--- config.mk ---
export PLATFORM = sky130hd
export DESIGN_NAME = mult_p_seq_flat
export DESIGN_NICKNAME = d
export VERILOG_FILES = /design/src/rtl/mult_p_pkg.sv /design/src/rtl/mult_p_seq_if.sv /design/src/rtl/mult_p_round_sat.sv /design/src/rtl/mult_p_seq.sv /design/src/flat_wrapper.sv
export SDC_FILE = /design/constraint.sdc
export NUM_CORES = 1
export LEC_CHECK = 0
export BUFFER_PORTS_ARGS = -buffer_cell sky130_fd_sc_hd__buf_2
export CORE_ASPECT_RATIO = 0.7
export CORE_MARGIN = 2
export CORE_UTILIZATION = 59
export DETAILED_ROUTE_END_ITERATION = 10
export HOLD_SLACK_MARGIN = 0.15
export PLACE_DENSITY = 0.89
export SETUP_SLACK_MARGIN = 0.05
export SLEW_MARGIN = 40
export SYNTH_ARGS = -nofsm -noshare
export SYNTH_HDL_FRONTEND = slang
export SYNTH_SLANG_ARGS = --single-unit
--- constraint.sdc ---
create_clock -name Clk_G -period 8.4 [get_ports Clk_G]
set_input_delay 0.84 -clock Clk_G [delete_from_list [all_inputs] [get_ports Clk_G]]
set_output_delay 0.84 -clock Clk_G [all_outputs]
set_load 0.02 [all_outputs]
--- src/rtl/mult_p_pkg.sv ---
// Shared types and width helpers for the servo controller multiplier paths.
package mult_p_pkg;

  typedef enum logic [1:0] {
    IDLE,
    RUN,
    NORM
  } state_t;

  // Iteration counter width; kept at least one bit so a 1-bit gain still elaborates.
  function automatic int cnt_w(input int w_k);
    return (w_k > 1) ? $clog2(w_k) : 1;
  endfunction

  // One guard bit above the full product so the rounding add cannot wrap.
  function automatic int acc_w(input int w_in, input int w_k);
    return w_in + w_k + 1;
  endfunction

endpackage

--- src/rtl/mult_p_seq_if.sv ---
// Sample/gain/result bundle between the sample front end and the proportional multiplier.
interface mult_p_seq_if #(
  parameter int W_IN  = 13,
  parameter int W_K   = 13,
  parameter int W_OUT = 26
);
  logic                    Rx_En;
  logic signed [W_IN-1:0]  Pot;
  logic signed [W_K-1:0]   Kp;
  logic                    Kp_Ld;
  logic                    Busy;
  logic                    Done;
  logic signed [W_OUT-1:0] R_Mul_P;
  logic                    Sat;
  logic                    Rx_Drop;

  modport master (
    output Rx_En, Pot, Kp, Kp_Ld,
    input  Busy, Done, R_Mul_P, Sat, Rx_Drop
  );

  modport slave (
    input  Rx_En, Pot, Kp, Kp_Ld,
    output Busy, Done, R_Mul_P, Sat, Rx_Drop
  );
endinterface

--- src/rtl/mult_p_round_sat.sv ---
// Combinational round-half-up, arithmetic shift by FRAC, and clip to W_OUT signed bits.
module mult_p_round_sat #(
  parameter int FRAC  = 0,
  parameter int W_ACC = 27,
  parameter int W_OUT = 26
) (
  input  logic signed [W_ACC-1:0] acc,
  output logic signed [W_OUT-1:0] res,
  output logic                    sat
);

  localparam logic signed [W_ACC-1:0] HALF = W_ACC'((2 ** FRAC) / 2);

  logic signed [W_ACC-1:0] rounded;
  logic signed [W_ACC-1:0] shifted;
  logic [W_ACC-W_OUT:0]    top;

  // NOTE: every output of a combinational block gets a value up front so no latch is inferred.
  always_comb begin
    rounded = acc + HALF;
    shifted = rounded >>> FRAC;
    // The value fits only if every bit from the output sign upward agrees.
    top     = shifted[W_ACC-1:W_OUT-1];
    sat     = ~((&top) | (~|top));
    res     = shifted[W_OUT-1:0];
    if (sat) begin
      res = shifted[W_ACC-1] ? {1'b1, {(W_OUT-1){1'b0}}} : {1'b0, {(W_OUT-1){1'b1}}};
    end
  end

endmodule

--- src/rtl/mult_p_seq.sv ---
// Sequential shift-add signed gain multiplier for the proportional path, with loadable gain.
module mult_p_seq
  import mult_p_pkg::*;
#(
  parameter int W_IN  = 13,
  parameter int W_K   = 13,
  parameter int FRAC  = 0,
  parameter int W_OUT = 26,
  parameter int K_RST = 1
) (
  input logic          Clk_G,
  input logic          Rst_G,
  mult_p_seq_if.slave  bus
);

  localparam int W_ACC = acc_w(W_IN, W_K);
  localparam int CNT_W = cnt_w(W_K);
  localparam logic [CNT_W-1:0] CNT_LAST = CNT_W'(W_K - 1);

  state_t                  state, state_nxt;
  logic [CNT_W-1:0]        cnt;
  logic signed [W_ACC-1:0] acc;
  logic signed [W_ACC-1:0] pot_x;
  logic signed [W_ACC-1:0] term;
  logic [W_K-1:0]          k_work;
  logic signed [W_K-1:0]   k_reg;
  logic                    last;
  logic signed [W_OUT-1:0] rs_res, r_q;
  logic                    rs_sat, sat_q;
  logic                    busy_q, done_q, drop_q;

  assign term = pot_x <<< cnt;
  assign last = (cnt == CNT_LAST);

  always_comb begin
    state_nxt = state;
    unique case (state)
      IDLE:    if (bus.Rx_En) state_nxt = RUN;
      RUN:     if (last) state_nxt = NORM;
      NORM:    state_nxt = IDLE;
      default: state_nxt = IDLE;
    endcase
  end

  mult_p_round_sat #(
    .FRAC  (FRAC),
    .W_ACC (W_ACC),
    .W_OUT (W_OUT)
  ) u_round_sat (
    .acc (acc),
    .res (rs_res),
    .sat (rs_sat)
  );

  // NOTE: sequential state uses non-blocking assignments so every register samples pre-edge values.
  always_ff @(posedge Clk_G) begin
    if (Rst_G) begin
      state  <= IDLE;
      cnt    <= '0;
      acc    <= '0;
      pot_x  <= '0;
      k_work <= '0;
      k_reg  <= W_K'(K_RST);
      r_q    <= '0;
      sat_q  <= 1'b0;
      busy_q <= 1'b0;
      done_q <= 1'b0;
      drop_q <= 1'b0;
    end else begin
      state  <= state_nxt;
      busy_q <= (state_nxt != IDLE);
      done_q <= 1'b0;
      drop_q <= bus.Rx_En && (state != IDLE);
      if (bus.Kp_Ld) k_reg <= bus.Kp;
      unique case (state)
        IDLE: begin
          // The working copy takes the old gain even if Kp_Ld fires on this edge.
          if (bus.Rx_En) begin
            pot_x  <= W_ACC'(bus.Pot);
            k_work <= k_reg;
            acc    <= '0;
            cnt    <= '0;
          end
        end
        RUN: begin
          // The top gain bit carries negative weight, so it subtracts.
          if (k_work[cnt]) acc <= last ? acc - term : acc + term;
          cnt <= last ? '0 : cnt + 1'b1;
        end
        NORM: begin
          r_q    <= rs_res;
          sat_q  <= rs_sat;
          done_q <= 1'b1;
        end
        default: ;
      endcase
    end
  end

  assign bus.Busy    = busy_q;
  assign bus.Done    = done_q;
  assign bus.R_Mul_P = r_q;
  assign bus.Sat     = sat_q;
  assign bus.Rx_Drop = drop_q;

endmodule

--- src/flat_wrapper.sv ---
// flat-port wrapper written by rule: the top's interface ports become plain ports
module mult_p_seq_flat import mult_p_pkg::*;
#(
  parameter int W_IN  = 13,
  parameter int W_K   = 13,
  parameter int FRAC  = 0,
  parameter int W_OUT = 26,
  parameter int K_RST = 1
)
  (Clk_G, Rst_G, bus_Rx_En, bus_Pot, bus_Kp, bus_Kp_Ld, bus_Busy, bus_Done, bus_R_Mul_P, bus_Sat, bus_Rx_Drop);
  mult_p_seq_if #(.W_IN(W_IN), .W_K(W_K), .W_OUT(W_OUT)) bus_i ();
  input logic Clk_G;
  input logic Rst_G;
  input wire logic [$bits(bus_i.Rx_En)-1:0] bus_Rx_En;
  input wire logic [$bits(bus_i.Pot)-1:0] bus_Pot;
  input wire logic [$bits(bus_i.Kp)-1:0] bus_Kp;
  input wire logic [$bits(bus_i.Kp_Ld)-1:0] bus_Kp_Ld;
  output wire logic [$bits(bus_i.Busy)-1:0] bus_Busy;
  output wire logic [$bits(bus_i.Done)-1:0] bus_Done;
  output wire logic [$bits(bus_i.R_Mul_P)-1:0] bus_R_Mul_P;
  output wire logic [$bits(bus_i.Sat)-1:0] bus_Sat;
  output wire logic [$bits(bus_i.Rx_Drop)-1:0] bus_Rx_Drop;
  assign bus_i.Rx_En = bus_Rx_En;
  assign bus_i.Pot = bus_Pot;
  assign bus_i.Kp = bus_Kp;
  assign bus_i.Kp_Ld = bus_Kp_Ld;
  assign bus_Busy = bus_i.Busy;
  assign bus_Done = bus_i.Done;
  assign bus_R_Mul_P = bus_i.R_Mul_P;
  assign bus_Sat = bus_i.Sat;
  assign bus_Rx_Drop = bus_i.Rx_Drop;
  mult_p_seq #(.W_IN(W_IN), .W_K(W_K), .FRAC(FRAC), .W_OUT(W_OUT), .K_RST(K_RST)) u_core (.Clk_G(Clk_G), .Rst_G(Rst_G), .bus(bus_i));
endmodule
==> results.sh, run 1 <==
export IMPL_outcome="complete, no violations"
export IMPL_path_clk_slew_ps=90
export IMPL_yosysSeqAreaShare_pct=28.9
export IMPL_dr_pass1_iters=7
export IMPL_hold_viol=0
export IMPL_synthArstFlopShare_pct=0
export IMPL_syn2layout_area_growth_pct=8.60
export IMPL_n_antenna_cell=0
export IMPL_track_usage_pct=28.3
export IMPL_ctsHoldBuffers=0
export IMPL_syn_nets=962
export IMPL_slew_headroom_pct=47.1
export IMPL_syn_inst=900
export IMPL_ctsResizeCount=0
export IMPL_hpwl_um=12700
export IMPL_fin_setup_tns_ps=0
export IMPL_timing_final_crit_share_pct=70.1
export IMPL_start_kind="register"
export IMPL_p_leak_nw=3.13
export IMPL_drive_gt1_share_pct=14.1
export IMPL_cap_violations=0
export IMPL_critPathBufInv=2
export IMPL_synth_area_leaders="dfxtp_1 29%, a21oi_1 8.2%, nand2_1 6.1%"
export IMPL_cp_required_ps=8690
export IMPL_ys_ff_latch=102
export IMPL_cts_sinks=102
export IMPL_initial_utilization_pct=60.4
export IMPL_ctsHtreeMaxLevel=3
export IMPL_postCtsSetupBuffers=0
export IMPL_die_w_um=135
export IMPL_n_fill_cell=965
export IMPL_numCtsBuffers=9
export IMPL_overflow=0
export IMPL_crit_chain="clkinv_1, ha_1, and3_1, nor2_1, inv_1, and2_1, a31o_2, o21a_1, nand2_1, o21ai_0, xor2_1, ha_1, nand2_1, nor2_1, a2111oi_0, a31oi_1, a311oi_1, nor3_1, a2111o_1, xor2_1, o21ai_1"
export IMPL_fin_crit_ps=5890
export IMPL_multiInputGateArea_mm2=0.00466
export IMPL_clock_skew_ps=14.7
export IMPL_yosysTopAreaCellShare_pct=28.9
export IMPL_regArea_mm2=0.00204
export IMPL_largest_reg_flops=27
export IMPL_yosys_most_used_dff="dfxtp_1"
export IMPL_max_slew_worst_pin_slew_ps=792
export IMPL_wl_per_cell_um=16.5
export IMPL_final_cell_mix="115 x nand2_1, 115 x a21oi_1, 102 x dfxtp_1, 90 x nor2_1, 59 x buf_2"
export IMPL_grt_max_degree=96
export IMPL_cp_max_fo=20
export IMPL_synth_edf_count=0
export IMPL_globalplace_congestion=0.985
export IMPL_port_buffers=59
export IMPL_drv_slew=0
export IMPL_cts_root_buffer="clkbuf_16"
export IMPL_drtAntennaViolNets=0
export IMPL_hp_class="reg -> reg"
export IMPL_max_clock_freq_mhz=170
export IMPL_synth_area_leader_cell="dfxtp_1"
export IMPL_synth_cell_type_count=72
export IMPL_syn_area_per_cell_um2=7.84
export IMPL_endpoint_kind="register"
export IMPL_io_pins=60
export IMPL_critical_path_class="reg -> reg"
export IMPL_max_stage_delay_ps=840
export IMPL_regMostFlops="u_core.acc"
export IMPL_critPathTopFamily="compound AO/OA/AOI/OAI gates"
export IMPL_grt_pass1_wl_um=29200
export IMPL_initialDrtViolationCount=690
export IMPL_nNetsFinal=976
export IMPL_power_density_mw_per_mm2=172
export IMPL_fp_dieH_um=95.5
export IMPL_drt_vias_per_instance=6.19
export IMPL_synth_warnings=0
export IMPL_setup_violations=0
export IMPL_power_total_w=0.00132
export IMPL_critPathArrivalTime_ps=6180
export IMPL_antenna_found_initial=0
export IMPL_fp_dieArea_mm2=0.0129
export IMPL_critPathSlowestCell="dfxtp_1"
export IMPL_vias=6660
export IMPL_drc_errors=0
export IMPL_irDropWorstVdd_mv=0.109
export IMPL_synthesis_area_mm2=0.00706
export IMPL_wirelength_um=17800
export IMPL_cts_tree="yes"
export IMPL_grt_pass1_vias=5904
export IMPL_core_mm2=0.0117
export IMPL_num_rows=33
export IMPL_cts_buffer_depth=2
export IMPL_rsz0062_at_grt="no"
export IMPL_clk_latency_ps=370
power breakdown:
part           total [W]  switching, W  internal, W
logic           0.000346      0.000206     0.000140
registers       0.000519     0.0000207     0.000499
clock network   0.000451      0.000232     0.000220
total            0.00132      0.000459     0.000858
stage by stage:
step	worst slack, ps	hold WS [ps]	util (%)	cell area (um^2)	instances
3_3_place_gp	2800	439	62.7	7330	1060
6_report	2510	454	65.6	7670	1076
3_5_place_dp	2610	442	62.8	7340	1060
4_1_cts	2590	459	65.6	7660	1076
5_1_grt	2210	472	65.6	7670	1076
2_1_floorplan	3690	427	-	7060	900
worst reg2reg max path, stage by stage, from the launching register on:
cell	delay [ps]
dfxtp_1	840
clkinv_1	500
ha_1	400
and3_1	340
nor2_1	220
inv_1	110
and2_1	180
a31o_2	250
o21a_1	150
nand2_1	80
o21ai_0	100
xor2_1	170
ha_1	370
nand2_1	90
nor2_1	40
a2111oi_0	470
a31oi_1	310
a311oi_1	410
nor3_1	110
a2111o_1	400
xor2_1	150
o21ai_1	150
metal layers:
| metal | vias up | track usage, % | share of wire, % |
|---|---|---|---|
| li1 | 3236 | - | - |
| met1 | 3053 | 40.2 | 45 |
| met2 | 328 | 42.0 | 42 |
| met3 | 43 | 6.33 | 9.4 |
| met4 | 0 | 10.4 | 2.7 |
| met5 | - | 0 | 0 |
synthesized netlist by cell type (4+ instances only):
cell type	number
and3_1	7
a31oi_1	17
mux4_2	19
buf_2	9
nor3_1	34
a21oi_1	116
ha_1	31
xor2_1	20
buf_6	5
buf_1	7
nand4_1	6
xnor2_1	26
mux2i_1	27
o21bai_1	6
nand3_1	27
nand2_1	115
nand2b_1	12
dfxtp_1	102
mux2_2	5
or3_1	5
and2_1	8
a211oi_1	7
o21ai_0	40
nor2b_1	13
o211ai_1	4
inv_1	18
nor2_1	90
a21o_1	10
o21ai_1	7
clkbuf_1	43
path summary, 6_finish.rpt:
path                                 startpoint               end  slack (ps)  cells after the start
worst max-delay path              u_core.cnt[1]    u_core.acc[26]        2510                     21
worst max register to register    u_core.cnt[1]    u_core.acc[26]        2510                     21
worst min-delay path            u_core.k_reg[6]  u_core.k_work[6]         450                      2
worst min register to register  u_core.k_reg[6]  u_core.k_work[6]         450                      2
cells by family after synthesis:
logic type	count (synthesis)	synth area share, %
AND/OR/NAND/NOR	332	21.5
AO/OA/AOI/OAI	245	20.8
flip-flops	102	28.9
buffers and inverters	86	5.28
multiplexers	57	12.0
XOR/XNOR	46	5.71
adder cells (fa/ha/maj)	32	5.78
cell type report:
type | instances | area share, %
timing repair buffer | 68 | 4.78
clock buffer | 9 | 2.94
clock inverter | 7 | 1.29
multi-input combinational | 712 | 60.8
inverter | 21 | 1.03
sequential | 102 | 26.6
tap | 157 | 2.56
Power figures use the tool's default switching activity.
==> run 2, diff against run 1 <==
Settings changed: CORE_UTILIZATION 59 to 55, PLACE_DENSITY 0.89 to 0.87.
Clock period 8.4 ns to 5.2 ns, I/O delays scaled along.
==> run 2 against run 1 <==
Flip-flop and latch count stayed put. Die area is 7.0% higher. Sequential share of layout area is 0.78 points lower. Setup slack worse by 2200 ps. Critical endpoint unchanged. Largest cell class unchanged. Largest power group unchanged.
==> results.sh, run 2 (synthesized netlist as in run 1, its figures left out) <==
export IMPL_outcome="complete, no violations"
export IMPL_ctsHoldBuffers=0
export IMPL_grt_pass1_vias=6329
export IMPL_io_pins=60
export IMPL_timing_final_crit_share_pct=93.5
export IMPL_clk_latency_ps=360
export IMPL_clock_skew_ps=9.52
export IMPL_grt_max_degree=50
export IMPL_setup_ws_ps=338
export IMPL_cts_tree="yes"
export IMPL_port_buffers=59
export IMPL_drive_gt1_share_pct=17.4
export IMPL_ctsResizeCount=0
export IMPL_grt_met2_usage_pct=42.0
export IMPL_ctsHtreeMaxLevel=3
export IMPL_start_kind="register"
export IMPL_max_clock_freq_mhz=206
export IMPL_power_density_mw_per_mm2=272
export IMPL_post_place_ws_ps=135
export IMPL_setup_violations=0
export IMPL_globalplace_congestion=0.991
export IMPL_wl_per_cell_um=17.0
export IMPL_syn2layout_area_growth_pct=12.2
export IMPL_initial_utilization_pct=56.6
export IMPL_final_cell_mix="115 x a21oi_1, 114 x nand2_1, 99 x dfxtp_1, 89 x nor2_1, 58 x buf_2"
export IMPL_cts_sinks=102
export IMPL_final_common_cell="a21oi_1"
export IMPL_num_rows=34
export IMPL_fp_dieArea_mm2=0.0138
export IMPL_fin_crit_ps=4860
export IMPL_hold_viol=0
export IMPL_hold_path_depth=2
export IMPL_cts_root_buffer="clkbuf_16"
export IMPL_drt_vias_per_instance=6.12
export IMPL_regMostFlops="u_core.acc"
export IMPL_endpoint_kind="register"
export IMPL_drv_slew=0
export IMPL_track_usage_pct=27.3
export IMPL_nNetsFinal=1001
export IMPL_critical_path_class="reg -> reg"
export IMPL_whs_ps=367
export IMPL_grt_busiest_layer="met2"
export IMPL_grt_pass1_wl_um=31100
export IMPL_n_fill_cell=1068
export IMPL_initialDrtViolationCount=652
export IMPL_postCtsSetupBuffers=0
export IMPL_n_antenna_cell=0
export IMPL_critPathArrivalTime_ps=5100
export IMPL_instances_no_fill=1106
export IMPL_drtAntennaViolNets=0
export IMPL_rsz0062_at_grt="no"
export IMPL_power_total_w=0.00215
export IMPL_vias=6770
export IMPL_fin_setup_tns_ps=0
export IMPL_fp_dieH_um=98.8
export IMPL_path_clk_slew_ps=90
export IMPL_dr_pass1_iters=6
export IMPL_slew_headroom_pct=48.1
export IMPL_numCtsBuffers=9
export IMPL_p_leak_nw=3.27
export IMPL_use_met3_pct=6.41
export IMPL_max_slew_worst_pin_slew_ps=777
export IMPL_hp_class="in -> reg"
export IMPL_die_w_um=139
export IMPL_cp_required_ps=5440
export IMPL_hpwl_um=13400
export IMPL_irDropWorstVdd_mv=0.222
export IMPL_overflow=0
export IMPL_reg2regPathDepth=18
export IMPL_place_inst=1090
export IMPL_use_met1_pct=39.4
export IMPL_wirelength_um=18800
export IMPL_antenna_found_initial=0
export IMPL_largest_reg_flops=27
export IMPL_cap_violations=0
export IMPL_cp_max_fo=19
export IMPL_core_mm2=0.0125
export IMPL_cts_buffer_depth=2
export IMPL_drc_errors=0
## run 2: area by class of cell
| class | instances | area [um^2] | share of cell area [%] |
|---|---|---|---|
| Multi-Input combinational cell | 712 | 4700 | 59.3 |
| Tap cell | 162 | 203 | 2.56 |
| Timing Repair Buffer | 93 | 569 | 7.19 |
| Sequential cell | 102 | 2050 | 25.9 |
| Inverter | 21 | 78.8 | 0.995 |
| Clock buffer | 9 | 225 | 2.84 |
| Clock inverter | 7 | 98.8 | 1.25 |
## run 2: metrics by stage
step / utilization [%] / instance area [um^2]
after floorplan: - / 7060
after global placement: 60.4 / 7530
after detailed placement: 60.5 / 7540
after CTS: 63.1 / 7870
after global routing: 63.6 / 7920
final: 63.6 / 7920
## run 2: worst paths after layout
path | startpoint | endpoint | slack, ps
worst max register to register | u_core.cnt[1] | u_core.acc[26] | 340
worst min register to register | u_core.bus.R_Mul_P[18] | u_core.bus.R_Mul_P[18] | 450
worst max-delay path | u_core.cnt[1] | u_core.acc[26] | 340
worst min-delay path | bus_Kp[0] | u_core.k_reg[0] | 370
## run 2: where the power goes
part           switching (W)  leakage, nW  internal [W]
logic               0.000349         2.28      0.000245
clock network       0.000372        0.157      0.000355
registers          0.0000278        0.830      0.000805
total               0.000749         3.27       0.00141
## run 2: worst max-delay path: stages (launching register included)
cell      delay (ps)
dfxtp_2          420
buf_6            230
mux4_2           570
nand2_1          100
nand3_1          120
nor3_4           240
a31oi_1          140
or3b_2           500
xnor2_1          150
ha_1             360
a21oi_1          190
o21ai_0          130
o21ai_1          270
a31oi_2          220
a311oi_2         370
nor3_1           100
a2111o_1         400
xor2_1           150
o21ai_1           70
## run 2: per-layer routing
layer | vias up | wire (um)
met5 | - | 0
met4 | 0 | 212
met3 | 24 | 1640
met2 | 279 | 8140
met1 | 3181 | 8810
li1 | 3286 | -
